### src/rtl/dmem_result_uart.sv
// dmem_result_uart: when the core raises END, reads a window of data memory
// word by word and sends each 16-bit word on a UART 8N1 line, high byte first.
module dmem_result_uart #(
    parameter int CLKS_PER_BIT = 434,
    parameter int ADDR_W       = 16,
    parameter int DATA_W       = 16
) (
    input  logic              clk,
    input  logic              RESET,
    input  logic              END,
    input  logic [ADDR_W-1:0] start_addr,
    input  logic [15:0]       word_count,
    output logic [ADDR_W-1:0] mem_addr,
    output logic              mem_read,
    input  logic [DATA_W-1:0] mem_data,
    output logic              tx,
    output logic              busy,
    output logic              done
);

    localparam int CNT_W = (CLKS_PER_BIT > 1) ? $clog2(CLKS_PER_BIT) : 1;
    localparam logic [CNT_W-1:0] CNT_MAX = CNT_W'(CLKS_PER_BIT - 1);

    typedef enum logic [2:0] {
        S_IDLE,
        S_READ,
        S_CAPTURE,
        S_FRAME,
        S_DONE
    } state_t;

    state_t            state;
    state_t            state_next;
    logic              end_q;
    logic [ADDR_W-1:0] addr;
    logic [15:0]       remaining;
    logic [DATA_W-1:0] word;
    logic              byte_lo;
    logic [3:0]        bit_idx;
    logic [CNT_W-1:0]  clk_cnt;

    logic              trigger;
    logic              bit_end;
    logic              frame_end;
    logic [7:0]        cur_byte;
    logic [2:0]        data_idx;

    // Memory read port: mem_read is a one-cycle strobe with no back-pressure;
    // the memory returns mem_data exactly one cycle later, taken in CAPTURE.
    assign mem_addr  = addr;

    assign trigger   = (state == S_IDLE) && END && !end_q;
    assign bit_end   = (clk_cnt == CNT_MAX);
    assign frame_end = bit_end && (bit_idx == 4'd9);
    assign cur_byte  = byte_lo ? word[7:0] : word[15:8];
    assign data_idx  = 3'(bit_idx - 4'd1);

    // State register.
    always_ff @(posedge clk) begin
        if (RESET) begin
            state <= S_IDLE;
        end else begin
            state <= state_next;
        end
    end

    // Next-state logic and Moore outputs; tx is a pure decode of the frame position.
    always_comb begin
        state_next = state;
        mem_read   = 1'b0;
        busy       = 1'b1;
        done       = 1'b0;
        tx         = 1'b1;
        case (state)
            S_IDLE: begin
                busy = 1'b0;
                if (trigger) begin
                    state_next = (word_count == 16'd0) ? S_DONE : S_READ;
                end
            end
            S_READ: begin
                mem_read   = 1'b1;
                state_next = S_CAPTURE;
            end
            S_CAPTURE: begin
                state_next = S_FRAME;
            end
            S_FRAME: begin
                if (bit_idx == 4'd0) begin
                    tx = 1'b0;
                end else if (bit_idx == 4'd9) begin
                    tx = 1'b1;
                end else begin
                    tx = cur_byte[data_idx];
                end
                if (frame_end && byte_lo) begin
                    state_next = (remaining == 16'd1) ? S_DONE : S_READ;
                end
            end
            S_DONE: begin
                done       = 1'b1;
                state_next = S_IDLE;
            end
            default: begin
                state_next = S_IDLE;
            end
        endcase
    end

    // Datapath: END edge detect, window bookkeeping, word capture and bit timing.
    always_ff @(posedge clk) begin
        if (RESET) begin
            end_q     <= 1'b0;
            addr      <= '0;
            remaining <= '0;
            word      <= '0;
            byte_lo   <= 1'b0;
            bit_idx   <= '0;
            clk_cnt   <= '0;
        end else begin
            end_q <= END;
            case (state)
                S_IDLE: begin
                    if (trigger) begin
                        addr      <= start_addr;
                        remaining <= word_count;
                    end
                end
                S_CAPTURE: begin
                    word    <= mem_data;
                    byte_lo <= 1'b0;
                    bit_idx <= '0;
                    clk_cnt <= '0;
                end
                S_FRAME: begin
                    if (bit_end) begin
                        clk_cnt <= '0;
                        if (bit_idx == 4'd9) begin
                            // Low frame follows the high frame with no idle gap.
                            bit_idx <= '0;
                            if (!byte_lo) begin
                                byte_lo <= 1'b1;
                            end else begin
                                remaining <= remaining - 16'd1;
                                addr      <= addr + ADDR_W'(1);
                            end
                        end else begin
                            bit_idx <= bit_idx + 4'd1;
                        end
                    end else begin
                        clk_cnt <= clk_cnt + CNT_W'(1);
                    end
                end
                default: begin
                end
            endcase
        end
    end

endmodule
### config.mk
export PLATFORM = sky130hd
export DESIGN_NAME = dmem_result_uart
export DESIGN_NICKNAME = d
export VERILOG_FILES = /design/src/rtl/dmem_result_uart.sv
export SDC_FILE = /design/constraint.sdc
export NUM_CORES = 1
export LEC_CHECK = 0
export ABC_AREA = 1
export ABC_CLOCK_PERIOD_IN_PS = 1650
export CAP_MARGIN = 20
export CORE_ASPECT_RATIO = 0.9
export CORE_MARGIN = 5
export CORE_UTILIZATION = 35
export DETAILED_ROUTE_END_ITERATION = 6
export SLEW_MARGIN = 15
export SYNTH_ARGS = -nofsm -noshare
export SYNTH_HDL_FRONTEND = slang
export SYNTH_SLANG_ARGS = --single-unit
### constraint.sdc
create_clock -name clk -period 1.65 [get_ports clk]
set_input_delay 0.165 -clock clk [delete_from_list [all_inputs] [get_ports clk]]
set_output_delay 0.165 -clock clk [all_outputs]
set_load 0.02 [all_outputs]
==> results list <==
- Outcome: complete, but fails checks
- The checks that failed: negative setup slack.
- The critical path is of the flip-flop to output port type.
- Leak pwr: 2.261 nW
- In this run the worst path has a maximum fanout of 15.
* Summed instance area of the synthesized netlist: 4019 um2
* Pins over their slew limit: 0
- Across all hold checks on the routed design, the worst slack comes to 0.3937 ns.
* Register share of total power: 26.4%
- Library cell occupying the most area in the post-synthesis netlist: dfxtp_1
* Die area: 13730 um2
- Share of the yosys chip area belonging to registers: 32.88%
- Max-Slew Margin vs Limit: 74.12%
- Root Buffer Master: clkbuf_16
* Routed Wire Length: 11780 um
- The longest clock path from root to sink contains 2 buffers.
* Post-synthesis average cell area: 6.183 um2
* Ant. Diodes: 0
* Critical Path Start Type: flip-flop
- Clock Skews: 0.008009 ns
- The min-delay analysis places its worst path in the category primary input to flip-flop.
* Commonest non-fill, non-tap cell in the layout: nand2_1
- Sinks on Clock Net: 66
- After layout, the worst path uses 100.8% of the clock period.
- In this run the remaining antenna-violating nets after routing total 0.
* Setup repair after global routing missed its margin: yes
- Entering global routing, the biggest net connects 38 pins.
- Of the post-synthesis cell area, the dominant cell type holds 32.88%.
* Least-Margin Pin Slew: 0.3883 ns
* Initial detailed-routing violation count: 338
- DP HPWL: 8036 um
- The number of clock buffers added by TritonCTS is 9.
* Total number of yosys warnings: 0
- Subtracting the final worst setup slack from the clock period gives 1.663 ns.
- The first detailed-routing pass ran for 5 iterations.
* Wire length of the first global-routing pass: 19150 um
* Max Cap Viol: 0
- Clock transition at path regs: 0.06 ns
* Critical path endpoint category: output port
* Share of total power in combinational logic: 54.4%
- The core region is 11340 um2.
- After detailed routing, the number of remaining DRC violations is 0.
- Starting density of the core: 35.43%
- Count of flip-flops with a built-in enable after synthesis: 0
* Setup violation total in the final timing report: 1
- Once routing completed, OpenROAD measured the worst setup slack at -0.01265 ns.
- Synthesis inferred 66 register bits.
* Vias/cell: 4.910
- Switch share: 43.84%
- Antenna violations before repair: 0
* Final weighted congestion in routability-driven placement: 0.8815
* PnR Total Power: 10.05 mW
* Number of levels the H-tree was split into: 3
- Max IR drop VDD: 0.6528 mV
- TritonCTS clock tree: built
- Post-route standard cell area excluding fillers: 5644 um2
* Library cells used by synthesis: 32
* Post-Syn Nets: 709
* Drt wl/cell: 13.08 um
- 71 I/O pins were placed.
- Total of hold buffers inserted after clock tree synthesis: 0
- Cell-internal power: 5.643 mW
- The post-route netlist has 15.59% of its cells at a drive strength greater than 1.
* Post-route setup TNS: -0.01265 ns
- Post-layout util: 49.76%
- The filler cells instantiated in the layout total 1155.
* Data required time of the critical path: 1.48 ns
- CP Data Arrival Time: 1.50 ns
* Switching power total: 4.406 mW
* # port buffers: 70
- Floorplan die height: 111.7 um
* Highest clock rate: 0.6014 GHz
* Number of instances in the synthesized netlist: 650
- Total global routing overflow: 0
* Final hold violation count: 0
- Register-to-register setup slack: 0.07 ns
* Horizontal die dimension: 123.0 um
* Total cell area at the placement stage: 5085 um2
* Layout overhead on the synthesized area: 40.44%
- Predominant post-synthesis flop cell: dfxtp_1
* Insertion delay of the later-clocked pin in the worst-skew pair: 0.33 ns
- In the post-synthesis netlist, the biggest area contributors are dfxtp_1, nand2_1, nor2_1.
- Fraction of registers with async set/reset: 0%
- Clock network power share: 19.3%
- For this design the ratio of total power to cell area is 1780 nW/um2.
* GRT Total Usage: 16.76%
- The via count of the first global-routing pass is 4192.
- The final layout contains 798 nets.
- Top library cells by usage in the layout, fill and taps aside: nand2_1, nor2_1, inv_1, clkdlybuf4s50_1, dfxtp_1
- The final route contains 4419 vias.
* Cell row count: 37
cell families (layout without fill, tap and decap cells):
kind of cell / count (synthesis) / count (layout) / share of synthesized area [%]
and+or+nand+nor: 355 / 355 / 38.36
AOI/OAI and AO/OA: 122 / 122 / 16.19
buffers and inverters: 98 / 192 / 9.869
DFF: 66 / 66 / 32.88
adders and majority gates: 8 / 8 / 2.491
xor gates and xnor gates: 1 / 1 / 0.2180
worst paths after layout:
kind / startpoint / endpoint / cells after the start
worst max-delay path: byte_lo / tx / 8
worst min-delay path: END / end_q / 3
worst max register to register: bit_idx[1] / mem_addr[8] / 10
worst min register to register: word[5] / word[5] / 2
timing repair:
item | in CTS | in global routing
resized for setup | 15 | 60
gates cloned | 0 | 3
pin swaps | 0 | 8
hold endpoints to repair | 0 | 0
setup endpoints to repair | 4 | 41
setup buffers | 0 | 2
power by group through the flow:
stage | combinational, mW | sequential [mW] | clock, mW
after floorplan | 3.00 | 2.69 | 0
after global placement | 4.73 | 2.61 | 0
after detailed placement | 4.79 | 2.63 | 0
after CTS | 4.86 | 2.61 | 1.99
after global routing | 6.05 | 2.71 | 2.04
final | 5.46 | 2.65 | 1.94
synthesized netlist by cell type, types with 6 or more instances:
library cell,count
nand2_1,162
nor2_1,105
inv_1,71
dfxtp_1,66
a21oi_1,54
nand3_1,54
o21ai_0,42
clkbuf_1,13
nand4_1,9
ha_1,8
o21ai_1,7
o22ai_1,7
buf_2,6
flip-flops by register name, summed over array words and instances, names as in the netlist:
signal and flops:
word 16, clk_cnt 9, mem_addr 16, state 3, bit_idx 4, remaining 16, end_q 1, byte_lo 1
per-layer routing:
metal | vias up | routed length [um] | global-route usage [%]
li1 | 2294 | - | -
met1 | 2027 | 5590 | 22.31
met2 | 86 | 5596 | 27.61
met3 | 12 | 455 | 2.692
met4 | 0 | 133 | 5.299
met5 | - | 0 | 0
worst max-delay path, cell delays in order (launching register included):
cell and delay [ns]:
dfxtp_4 0.36, buf_12 0.14, o211ai_1 0.18, nand3_1 0.10, nand3_1 0.10, nand3_1 0.07
nand2_1 0.08, inv_2 0.04, buf_6 0.12
cell type report:
type	instances	area [um2]	share of cell area, %
timing repair buffer	101	1065	18.86
tap	156	195.2	3.458
sequential	66	1335	23.65
inverter	75	284.0	5.032
clock buffer	9	225.2	3.990
clock inverter	7	77.57	1.374
multi-input combinational	486	2462	43.63
stage by stage:
step                instances  worst slack [ns]
floorplan                 650           0.01847
finish                    900          -0.01265
global route              900          -0.09655
global placement          879           -0.1790
detailed placement        879           -0.2137
CTS                       895          -0.07948
Note: power is estimated with default switching activity, not from simulation.
